===== config.mk =====
export PLATFORM = sky130hd
export DESIGN_NAME = pc_fetch_sequencer_flat
export DESIGN_NICKNAME = d
export VERILOG_FILES = /design/src/rtl/pc_fetch_sequencer_if.sv /design/src/rtl/pc_fetch_sequencer.sv /design/src/flat_wrapper.sv
export SDC_FILE = /design/constraint.sdc
export NUM_CORES = 1
export LEC_CHECK = 0
export ABC_AREA = 1
export CAP_MARGIN = 15
export CORE_MARGIN = 2
export CORE_UTILIZATION = 50
export DETAILED_ROUTE_END_ITERATION = 10
export PLACE_DENSITY_LB_ADDON = 0.25
export REMOVE_ABC_BUFFERS = 1
export SKIP_CTS_REPAIR_TIMING = 1
export SLEW_MARGIN = 0
export SYNTH_ARGS = -nofsm -noshare
export SYNTH_HDL_FRONTEND = slang
export SYNTH_SLANG_ARGS = --single-unit
export TNS_END_PERCENT = 100

===== constraint.sdc =====
create_clock -name clock -period 5.87 [get_ports clock]
set_input_delay 1.4675 -clock clock [delete_from_list [all_inputs] [get_ports clock]]
set_output_delay 1.4675 -clock clock [all_outputs]
set_load 0.01 [all_outputs]

===== src/rtl/pc_fetch_sequencer_if.sv =====
// Fetch-side bus bundle: instruction-memory port, decode handoff and branch resolution.
interface pc_fetch_sequencer_if;
   logic        imem_req;
   logic [31:0] imem_addr;
   logic        imem_ack;
   logic [31:0] imem_rdata;
   logic        instr_valid;
   logic        instr_ready;
   logic [31:0] instr;
   logic [31:0] instr_pc;
   logic        resolve_valid;
   logic        resolve_taken;
   logic [31:0] resolve_imm;
   logic        resolve_neg;

   // Sequencer side
   modport master (
      output imem_req, imem_addr, instr_valid, instr, instr_pc,
      input  imem_ack, imem_rdata, instr_ready,
      input  resolve_valid, resolve_taken, resolve_imm, resolve_neg
   );

   // Memory / decode / execute side
   modport slave (
      input  imem_req, imem_addr, instr_valid, instr, instr_pc,
      output imem_ack, imem_rdata, instr_ready,
      output resolve_valid, resolve_taken, resolve_imm, resolve_neg
   );
endinterface


===== src/rtl/pc_fetch_sequencer.sv =====
// Multicycle fetch controller: owns the PC, fetches from imem, hands the word to
// decode, waits for branch resolution and steps the PC to PC+4 or PC+/-imm.
module pc_fetch_sequencer #(
   parameter logic [31:0] RESET_PC = 32'h0000_0000,
   parameter int unsigned TIMEOUT  = 16
) (
   input  logic                        clock,
   input  logic                        reset,
   input  logic                        run,
   pc_fetch_sequencer_if.master        bus,
   output logic                        fault,
   output logic [1:0]                  fault_code,
   output logic [31:0]                 retired
);

   localparam int unsigned CNT_W   = $clog2(TIMEOUT) + 1;
   localparam logic [CNT_W-1:0] CNT_LAST = CNT_W'(TIMEOUT - 1);

   localparam logic [2:0] S_IDLE    = 3'd0;
   localparam logic [2:0] S_FETCH   = 3'd1;
   localparam logic [2:0] S_ISSUE   = 3'd2;
   localparam logic [2:0] S_RESOLVE = 3'd3;
   localparam logic [2:0] S_FAULT   = 3'd4;

   localparam logic [1:0] CODE_NONE     = 2'd0;
   localparam logic [1:0] CODE_TIMEOUT  = 2'd1;
   localparam logic [1:0] CODE_MISALIGN = 2'd2;

   logic [2:0]       state, state_nxt;
   logic [CNT_W-1:0] cnt, cnt_nxt;
   logic [31:0]      pc, pc_nxt;
   logic [31:0]      instr_q, instr_nxt;
   logic [31:0]      instr_pc_q, instr_pc_nxt;
   logic [31:0]      retired_nxt;
   logic [31:0]      target_c;
   logic             fault_nxt;
   logic [1:0]       code_nxt;
   logic             req_q;
   logic             valid_q;

   // Branch/sequential target; 32-bit arithmetic wraps naturally
   always_comb begin
      target_c = pc + 32'd4;
      if (bus.resolve_taken) begin
         target_c = bus.resolve_neg ? (pc - bus.resolve_imm) : (pc + bus.resolve_imm);
      end
   end

   // Next-state and next-datapath decode
   always_comb begin
      state_nxt    = state;
      cnt_nxt      = cnt;
      pc_nxt       = pc;
      instr_nxt    = instr_q;
      instr_pc_nxt = instr_pc_q;
      retired_nxt  = retired;
      fault_nxt    = fault;
      code_nxt     = fault_code;

      case (state)
         S_IDLE: begin
            if (run) begin
               state_nxt = S_FETCH;
               cnt_nxt   = '0;
            end
         end
         S_FETCH: begin
            if (bus.imem_ack) begin
               instr_nxt    = bus.imem_rdata;
               instr_pc_nxt = pc;
               state_nxt    = S_ISSUE;
            end else begin
               cnt_nxt = cnt + CNT_W'(1);
               if (cnt_nxt == CNT_LAST) begin
                  state_nxt = S_FAULT;
                  fault_nxt = 1'b1;
                  code_nxt  = CODE_TIMEOUT;
               end
            end
         end
         S_ISSUE: begin
            if (bus.instr_ready) begin
               state_nxt = S_RESOLVE;
            end
         end
         S_RESOLVE: begin
            if (bus.resolve_valid) begin
               if (bus.resolve_taken && (target_c[1:0] != 2'b00)) begin
                  // Misaligned target: PC and retire count stay put
                  state_nxt = S_FAULT;
                  fault_nxt = 1'b1;
                  code_nxt  = CODE_MISALIGN;
               end else begin
                  pc_nxt      = target_c;
                  retired_nxt = retired + 32'd1;
                  cnt_nxt     = '0;
                  state_nxt   = run ? S_FETCH : S_IDLE;
               end
            end
         end
         S_FAULT: begin
            state_nxt = S_FAULT;
         end
         default: begin
            state_nxt = S_IDLE;
         end
      endcase
   end

   // State register
   always_ff @(posedge clock or posedge reset) begin
      if (reset) begin
         state <= S_IDLE;
      end else begin
         state <= state_nxt;
      end
   end

   // Datapath and registered handshake outputs
   always_ff @(posedge clock or posedge reset) begin
      if (reset) begin
         cnt        <= '0;
         pc         <= RESET_PC;
         instr_q    <= '0;
         instr_pc_q <= '0;
         retired    <= '0;
         fault      <= 1'b0;
         fault_code <= CODE_NONE;
         req_q      <= 1'b0;
         valid_q    <= 1'b0;
      end else begin
         cnt        <= cnt_nxt;
         pc         <= pc_nxt;
         instr_q    <= instr_nxt;
         instr_pc_q <= instr_pc_nxt;
         retired    <= retired_nxt;
         fault      <= fault_nxt;
         fault_code <= code_nxt;
         req_q      <= (state_nxt == S_FETCH);
         valid_q    <= (state_nxt == S_ISSUE);
      end
   end

   assign bus.imem_req    = req_q;
   assign bus.imem_addr   = pc;
   assign bus.instr_valid = valid_q;
   assign bus.instr       = instr_q;
   assign bus.instr_pc    = instr_pc_q;

endmodule

===== src/flat_wrapper.sv =====
// flat-port wrapper written by rule: the top's interface ports become plain ports
module pc_fetch_sequencer_flat 
#(
   parameter logic [31:0] RESET_PC = 32'h0000_0000,
   parameter int unsigned TIMEOUT  = 16
)
  (clock, reset, run, fault, fault_code, retired, bus_imem_req, bus_imem_addr, bus_instr_valid, bus_instr, bus_instr_pc, bus_imem_ack, bus_imem_rdata, bus_instr_ready, bus_resolve_valid, bus_resolve_taken, bus_resolve_imm, bus_resolve_neg);
  pc_fetch_sequencer_if bus_i ();
  input  logic clock;
  input  logic reset;
  input  logic run;
  output logic fault;
  output logic [1:0] fault_code;
  output logic [31:0] retired;
  output wire logic [$bits(bus_i.imem_req)-1:0] bus_imem_req;
  output wire logic [$bits(bus_i.imem_addr)-1:0] bus_imem_addr;
  output wire logic [$bits(bus_i.instr_valid)-1:0] bus_instr_valid;
  output wire logic [$bits(bus_i.instr)-1:0] bus_instr;
  output wire logic [$bits(bus_i.instr_pc)-1:0] bus_instr_pc;
  input wire logic [$bits(bus_i.imem_ack)-1:0] bus_imem_ack;
  input wire logic [$bits(bus_i.imem_rdata)-1:0] bus_imem_rdata;
  input wire logic [$bits(bus_i.instr_ready)-1:0] bus_instr_ready;
  input wire logic [$bits(bus_i.resolve_valid)-1:0] bus_resolve_valid;
  input wire logic [$bits(bus_i.resolve_taken)-1:0] bus_resolve_taken;
  input wire logic [$bits(bus_i.resolve_imm)-1:0] bus_resolve_imm;
  input wire logic [$bits(bus_i.resolve_neg)-1:0] bus_resolve_neg;
  assign bus_imem_req = bus_i.imem_req;
  assign bus_imem_addr = bus_i.imem_addr;
  assign bus_instr_valid = bus_i.instr_valid;
  assign bus_instr = bus_i.instr;
  assign bus_instr_pc = bus_i.instr_pc;
  assign bus_i.imem_ack = bus_imem_ack;
  assign bus_i.imem_rdata = bus_imem_rdata;
  assign bus_i.instr_ready = bus_instr_ready;
  assign bus_i.resolve_valid = bus_resolve_valid;
  assign bus_i.resolve_taken = bus_resolve_taken;
  assign bus_i.resolve_imm = bus_resolve_imm;
  assign bus_i.resolve_neg = bus_resolve_neg;
  pc_fetch_sequencer #(.RESET_PC(RESET_PC), .TIMEOUT(TIMEOUT)) u_core (.clock(clock), .reset(reset), .run(run), .bus(bus_i), .fault(fault), .fault_code(fault_code), .retired(retired));
endmodule

Yosys cells after proc, flatten, opt, wreduce, memory -nomap -nowiden
Cells that the tools add are included.
{ "totals": {"regBits": 141, "out_inout_bits": 133, "elab_cells": 63} }
{ "op_classes": {"addsub": 5, "n_eq_ne": 13, "mux": 25, "bitwise": 1, "reduce_logical": 9} }
{ "ops": {"columns": ["op", "n"], "rows": [
  ["32-bit 2-to-1 mux", 2],
  ["32-bit by 1-bit adder with 32-bit output (second input constant)", 1],
  ["32-bit by 3-bit adder with 32-bit output (second input constant)", 1],
  ["32-bit adder", 1],
  ["32-bit subtractor", 1],
  ["5-bit 2-to-1 mux", 4],
  ["3-bit 2-to-1 mux", 6],
  ["3-bit case mux with 5 select lines", 1],
  ["5-bit case mux with 3 select lines", 1],
  ["5-bit AND reduction", 2],
  ["3-bit by 2-bit == test with 1-bit output (second input constant)", 3],
  ["2-bit 2-to-1 mux", 4],
  ["2-bit inequality test (second input constant)", 4],
  ["3-bit by 1-bit == test with 1-bit output (second input constant)", 2],
  ["5-bit by 1-bit adder with 5-bit output (second input constant)", 1],
  ["5-bit by 4-bit == test with 1-bit output (second input constant)", 1],
  ["1-bit 2-to-1 mux", 5],
  ["2-bit by 1-bit inequality test with 1-bit output (second input constant)", 2],
  ["2-bit case mux with 2 select lines", 1],
  ["2-bit nonzero test", 2],
  ["3-bit == test (second input constant)", 1],
  ["3-bit logical NOT", 1],
  ["3-bit AND reduction", 1],
  ["3-bit nonzero test", 1],
  ["other kinds (4)", 4]
]} }

Depth between registers and ports, before layout
Gate-level depths: netlist (run 1).
{ "logic_depth": {"ltp_word": 9, "mapped_depth": 24} }

Worst setup path before layout (run 1)
Ideal clock, no wire load.
{ "synth_path": {"kind": "input to register", "start": "input bus_resolve_imm[0]", "end": "register u_core.pc[27], in the netlist u_core.bus.imem_addr[27]", "setup_ps": 77, "arrival_time_ps": 3703, "t_required_ps": 5793, "slack_ps": 2089, "cell_stages": 20, "n_path_buf": 0, "path_cell_list": "inv_1 ha_1 nand2_1 nor2_1 nand2_1 nor2_2 a21oi_1 inv_1 o21ai_1 nor2_1 xor2_1 ha_1 nand2_1 nor2_1 nand2_1 nor4_1 nand2_1 nand3_1 nand3_1 a21oi_1"} }
{ "synth_via": {"elab_chain_cells": 7, "elab_cells_between_ends": 8, "classes_between": "2 x add/sub; 2 x mux; 1 x bitwise; 3 x reduce/logical"} }
{ "synth_rtl": {"columns": ["element", "line", "source"], "rows": [
  ["start: declaration", "flat_wrapper.sv:25", "input wire logic [$bits(bus_i.resolve_imm)-1:0] bus_resolve_imm;"],
  ["32-bit adder / 32-bit subtractor (equally long branches)", "pc_fetch_sequencer.sv:45", "target_c = bus.resolve_neg ? (pc - bus.resolve_imm) : (pc + bus.resolve_imm);"],
  ["32-bit 2-to-1 mux *", "pc_fetch_sequencer.sv:45", null],
  ["32-bit 2-to-1 mux *", "pc_fetch_sequencer.sv:44", "if (bus.resolve_taken) begin"],
  ["2-bit nonzero test", "pc_fetch_sequencer.sv:88", "if (bus.resolve_taken && (target_c[1:0] != 2'b00)) begin"],
  ["1-bit logical AND", "pc_fetch_sequencer.sv:88", null],
  ["1-bit inverter (no source line)", null, null],
  ["3-bit AND reduction (no source line)", null, null],
  ["end signal: assignment", "pc_fetch_sequencer.sv:133", "pc <= pc_nxt;"],
  ["end: declaration", "pc_fetch_sequencer.sv:31", "logic [31:0] pc, pc_nxt;"]
]} }
Mark *: on every way between the ends. The rest lies on a longest branch, timed or not.
A chain may end at the register's enable or synchronous reset.

Worst setup path after layout (run 1)
{ "layout_path": {"start": "input bus_resolve_imm[0]", "end": "register u_core.pc[15], in the netlist u_core.bus.imem_addr[15]"} }
Same word-level chain as after synthesis.

==> impl_metrics.ini, run 1 <==
[synthesis]
synth_top_area_share_pct = 35.04
synth-seq-area-share_pct = 35.04
synth_top_family_by_area = simple AND/OR/NAND/NOR gates
synthSimpleGateAreaFrac_pct = 36.04
synth_most_common_cell = nand2_1
synth_top_area_cell = dfrtp_1
synth_cell_types = 50
synth_warnings = 0
synth-async-reset-ratio_pct = 100.0
synth_edf_count = 0
syn_avg_cell_area_um2 = 6.726
synthTopCellsByCount = nand2_1 (535), inv_1 (198), nor2_1 (147), dfrtp_1 (141), nand3_1 (78)
synth-xor-area-share_pct = 6.785
ys.flop_type = dfrtp_1
synthAdderAreaFrac_pct = 4.673
muxShareOfSynthArea_pct = 0
ys_ff_latch = 141
synth_cells = 1497
synth_compound_area_share_pct = 8.575
synth.area.top_cells = dfrtp_1 (35%), nand2_1 (20%), inv_1 (7.4%), nor2_1 (5.5%), xor2_1 (4.5%)
syn_area_mm2 = 0.01007

[timing]
max_freq_ghz = 0.2151
slew-limit-headroom_pct = 28.27
fin_crit_ns = 4.650
hold_viol = 0
setup_violations = 0
rsz0062_at_grt = no
fin_worst_skew_ns = 0.01104
final.period_utilization_pct = 79.21
tns_ns = 0
timing.final.max_slew_violations = 0
worstMarginPinSlew_ns = 1.069

[die]
dieArea_mm2 = 0.02129
boundaryPins = 205
core_mm2 = 0.01959
fp.dieH_um = 145.9
rows = 51
die_x_um = 145.9
start_util_pct = 51.40

[worst_setup_path]
critical_path.max_stage_delay_ns = 0.50
crit_path_start = bus_resolve_imm[0]
cp_cell_sequence = clkdlybuf4s50_1 -> inv_1 -> ha_1 -> o21ai_0 -> fa_1 -> o21ai_2 -> nand2_4 -> nor2_8 -> inv_2 -> o31ai_1 -> a22oi_1
worstReg2RegEnd = u_core.bus.imem_addr[15]$_DFFE_PP0P_
worst-path-buf-inv = 3
crit_family = compound AO/OA/AOI/OAI gates
rr_startpoint = u_core.bus.imem_addr[0]$_DFFE_PP0P_
crit_slowest_cell = fa_1
cp_data_arrival_time_ns = 4.93
crit_cells = 11
startpoint_type = input port
r2r_slack_ns = 2.78
cp-end-kind = flip-flop
path_max_fanout = 33
r2r_cells = 10
required_ns = 6.15
endpoint = u_core.bus.imem_addr[15]$_DFFE_PP0P_
worstSetupPathType = in -> reg

[cts]
clk_root_buffer_cell = clkbuf_16
ctsHtreeMaxLevel = 4
clk_latency_ns = 0.43
cts_sinks = 141
cts.reportedPaths.clkPinSlew_ns = 0.06
cts_buffers = 17
cts_tree = yes
cts_buffer_depth = 2

[flow_run]
maxCapViolations = 0

[global_routing]
track_usage_pct = 27.95
antenna_found_initial = 0
grt_pass1_wl_um = 48420
first_global_vias = 9811
gr-total-overflow = 0
grt_max_degree = 107

[route]
dr.pass1.iters = 5
drt_first_iter_violations = 655
post_drt_wl_per_cell_um = 14.88
dr_wl_met2_um = 13920
drc_errors = 0
highest_layer = met4
wl_um = 29370
wl_met3_um = 1692
drt-vias-per-instance = 5.187
final_antenna_net_count = 0
routedLengthMet1_um = 12830
vias = 10239

[pwr]
swShare_pct = 43.94
p_per_area_mw_per_mm2 = 434.8
power_mw = 5.623
power_leakage_nw = 6.475
comb_power_share_pct = 50.9
pwr-share-seq_pct = 30.5
internal-power_mw = 3.152
pwr-share-clk_pct = 18.5
power_switching_mw = 2.471
ir_worst_vdd_v = 0.0002115

[hold_path]
hp-class = reg -> reg

[finish]
fin_nets = 1805
areaGrowthSynthToFinish_pct = 28.45
drive_gt1_share_pct = 4.740
post-route-util_pct = 66.02
finalNonFillerCells = 1974
n_antenna_cell = 0

[placed_design]
place.port_buffers = 204
dpl.hpwl_um = 22880
dp.cells = 1942
gp_congestion = 0.9566

[run_status]
status = complete, no violations
-- power by group through the flow --
stage               clock network, mW  registers (mW)  logic [mW]
detailed placement                  0            1.71        2.84
global route                     1.09            1.76        3.20
finish                           1.04            1.72        2.86
floorplan                           0            1.75        1.54
global placement                    0            1.71        2.78
CTS                              1.05            1.70        2.86
-- registers in the layout (all words and copies together), names as in the netlist --
signal                  cells
u_core.retired             32
u_core.bus.instr_pc        32
u_core.fault_code           2
u_core.fault                1
u_core.bus.imem_req         1
u_core.bus.instr           32
u_core.bus.instr_valid      1
u_core.bus.imem_addr       32
u_core.cnt                  5
u_core.state                3
-- through the flow --
stage	instance area, um2	hold WS (ns)	setup slack, ns
6_report	12930	0.4664	1.221
5_1_grt	12930	0.4930	1.009
4_1_cts	12930	0.4711	1.249
3_5_place_dp	12360	0.4571	0.8039
3_3_place_gp	12360	0.4545	0.8876
2_1_floorplan	9941	0.5086	0.6213
-- layout make-up --
type	instances	area (um2)
inverter	204	772.0
timing repair buffer	209	2079
fill	1745	6658
clock buffer	18	439.2
sequential	141	3528
tap	265	331.6
multi-input combinational	1123	5648
clock inverter	14	133.9
-- how the worst min path moves through the flow --
stage                                                start  cells past startpoint  slack (ns)                                to
final                             u_core.fault$_DFFE_PP0P_                      1        0.47          u_core.fault$_DFFE_PP0P_
after global placement            u_core.fault$_DFFE_PP0P_                      1        0.45          u_core.fault$_DFFE_PP0P_
after floorplan           u_core.fault_code[1]$_DFFE_PP0P_                      2        0.51  u_core.fault_code[1]$_DFFE_PP0P_
after global routing       u_core.bus.instr[2]$_DFFE_PP0P_                      2        0.49   u_core.bus.instr[2]$_DFFE_PP0P_
after detailed placement          u_core.fault$_DFFE_PP0P_                      1        0.46          u_core.fault$_DFFE_PP0P_
after CTS                         u_core.fault$_DFFE_PP0P_                      1        0.47          u_core.fault$_DFFE_PP0P_
-- placed cells by master, fill, tap and decap left out, types with 7 or more instances in the layout --
| cell | n |
|---|---|
| xor2_1 | 52 |
| nand2_1 | 534 |
| nor4_1 | 8 |
| a21oi_1 | 62 |
| nor2_1 | 147 |
| nand2_2 | 8 |
| nand4_1 | 16 |
| clkdlybuf4s50_1 | 204 |
| inv_1 | 197 |
| xnor2_1 | 26 |
| ha_1 | 36 |
| o21ai_0 | 55 |
| clkbuf_16 | 17 |
| dfrtp_1 | 141 |
| nor3_1 | 23 |
| nand3_1 | 78 |
| a22oi_1 | 7 |
-- metal layers --
layer,vias to the layer above,GRT usage (%)
met3,68,3.699
met1,4697,36.45
met4,0,11.03
li1,5115,-
met5,-,0
met2,359,47.22
-- cell families (layout without fill, tap and decap cells) --
kind of cell / count (synthesis) / after routing
AO/OA/AOI/OAI: 156 / 156
flip-flops: 141 / 141
AND/OR/NAND/NOR: 852 / 852
adder cells (fa/ha/maj): 37 / 37
XOR/XNOR: 78 / 78
buffers and inverters: 233 / 445
(Power assumes the default switching activity.)
==> run 2, diff against run 1 <==
==> constraint.sdc (replaced) <==
create_clock -name clock -period 4.6 [get_ports clock]
set_input_delay 1.15 -clock clock [delete_from_list [all_inputs] [get_ports clock]]
set_output_delay 1.15 -clock clock [all_outputs]
set_load 0.01 [all_outputs]
==> run 2 against run 1 <==
Sequential cell count unchanged; via count increased by 0.57%; register-to-register slack got worse by 0.87 ns; sequential power increased by 28%; sequential share of layout area decreased by 0.23 points; final cell count increased by 0.15%; non-clock buffer count increased by 3; largest power group unchanged; highest routed layer unchanged.
==> impl_metrics.ini, run 2 (synthesis results as in run 1) <==
[worst_setup_path]
critical_path.max_stage_delay_ns = 0.49
crit_cells = 21
worstReg2RegEnd = u_core.bus.imem_addr[28]$_DFFE_PP0P_
worstSetupPathType = in -> reg
required_ns = 4.95
rr_startpoint = u_core.bus.imem_addr[0]$_DFFE_PP0P_
crit_top_cell = nand2_1
endpoint = u_core.bus.imem_addr[27]$_DFFE_PP0P_
cp_cell_sequence = clkdlybuf4s50_1 -> inv_1 -> ha_1 -> nand2_1 -> nor2_1 -> nand2_1 -> nor2_2 -> a21oi_1 -> inv_1 -> o21ai_1 -> nor2_1 -> xor2_1 -> ha_1 -> nand2_1 -> nor2_1 -> nand2_1 -> nor4_1 -> nand2_1 -> nand3_1 -> nand3_1 -> a21oi_1
startpoint_type = input port
worst-path-buf-inv = 3
r2r_slack_ns = 1.91
crit_path_start = bus_resolve_imm[0]
path_max_fanout = 5
r2r_cells = 11
crit_slowest_cell = clkdlybuf4s50_1
crit_family = simple AND/OR/NAND/NOR gates
cp_data_arrival_time_ns = 4.40
cp-end-kind = flip-flop

[cts]
ctsHtreeMaxLevel = 4
cts.reportedPaths.clkPinSlew_ns = 0.06
cts_sinks = 141
clk_root_buffer_cell = clkbuf_16
clk_latency_ns = 0.42
cts_buffers = 17
cts_tree = yes
cts_buffer_depth = 2

[die]
core_mm2 = 0.01959
rows = 51
dieArea_mm2 = 0.02129
fp.dieH_um = 145.9
boundaryPins = 205
die_x_um = 145.9
start_util_pct = 51.40

[pwr]
ir_worst_vdd_v = 0.0003321
p_per_area_mw_per_mm2 = 562.4
power_leakage_nw = 6.531

[global_routing]
first_global_vias = 9631
track_usage_pct = 27.48
grt_max_degree = 95
antenna_found_initial = 0
gr-total-overflow = 0
grt_pass1_wl_um = 47750

[finish]
fin_nets = 1808
drive_gt1_share_pct = 4.907
post-route-util_pct = 66.57
final_cell_mix = nand2_1 (534), clkdlybuf4s50_1 (204), inv_1 (197), nor2_1 (147), dfrtp_1 (141)
final_common_cell = nand2_1
areaGrowthSynthToFinish_pct = 29.53
n_antenna_cell = 0

[hold_path]
hp-class = reg -> reg
hold_depth = 1
hp-start = u_core.fault$_DFFE_PP0P_

[run_status]
status = complete, no violations

[placed_design]
dpl.hpwl_um = 22750
place.port_buffers = 204
gp_congestion = 1.040

[route]
post_drt_wl_per_cell_um = 14.99
final_antenna_net_count = 0
vias = 10297
drc_errors = 0
dr.pass1.iters = 8
drt-vias-per-instance = 5.208
drt_first_iter_violations = 864
wl_um = 29650

[timing]
slew-limit-headroom_pct = 28.70
fin_worst_skew_ns = 0.01005
worstMarginPinSlew_ns = 1.063
rsz0062_at_grt = no
tns_ns = 0
max_freq_ghz = 0.2467
setup_violations = 0
final.period_utilization_pct = 88.12
hold_viol = 0
timing.final.max_slew_violations = 0
fin_crit_ns = 4.054

[flow_run]
maxCapViolations = 0
run 2: cell types whose count changed in the layout (fill, tap and decap cells not counted):
| cell | delta |
|---|---|
| buf_12 | +3 |
| bufinv_16 | +2 |
| clkinv_2 | -1 |
| clkinv_4 | +2 |
| clkinvlp_4 | -2 |
| inv_6 | -1 |
run 2: report_power, final:
| group | total [mW] | internal [mW] | leakage [nW] | switching, mW |
|---|---|---|---|---|
| Combinational | 3.68 | 1.59 | 4.45 | 2.09 |
| Clock | 1.46 | 0.878 | 0.294 | 0.578 |
| Sequential | 2.20 | 1.67 | 1.78 | 0.528 |
run 2: through the flow:
stage	hold WS (ns)	setup WS [ns]	instances	cell area, um2	total power, mW
CTS	0.4782	0.6158	1977	13040	7.307
floorplan	0.5086	-0.3312	1468	9941	4.196
global route	0.4869	0.2872	1977	13040	7.855
global placement	0.4553	0.2571	1945	12420	5.740
detailed placement	0.4636	0.1761	1945	12420	5.824
finish	0.4752	0.5464	1977	13040	7.334
run 2: cell type report:
class	count	area (um2)
multi-input combinational	1123	5648
fill	1754	6549
clock inverter	14	182.7
sequential	141	3528
tap	265	331.6
timing repair buffer	212	2140
clock buffer	18	439.2
inverter	204	772.0
run 2: per-layer routing:
layer,vias to the layer above,part of all wire (%),routed length [um],GRT usage [%]
met2,408,48,14250,47.45
met1,4696,44,12970,36.05
li1,5137,-,-,-
met5,-,0,0,0
met4,0,2.2,665,8.775
met3,56,6.0,1766,3.260
run 2: worst min path at each step:
stage / endpoint / slack, ns
2_1_floorplan: u_core.fault_code[1]$_DFFE_PP0P_ / 0.51
3_3_place_gp: u_core.fault$_DFFE_PP0P_ / 0.46
3_5_place_dp: u_core.fault_code[1]$_DFFE_PP0P_ / 0.46
4_1_cts: u_core.fault$_DFFE_PP0P_ / 0.48
5_1_grt: u_core.bus.instr[27]$_DFFE_PP0P_ / 0.49
6_report: u_core.fault$_DFFE_PP0P_ / 0.48
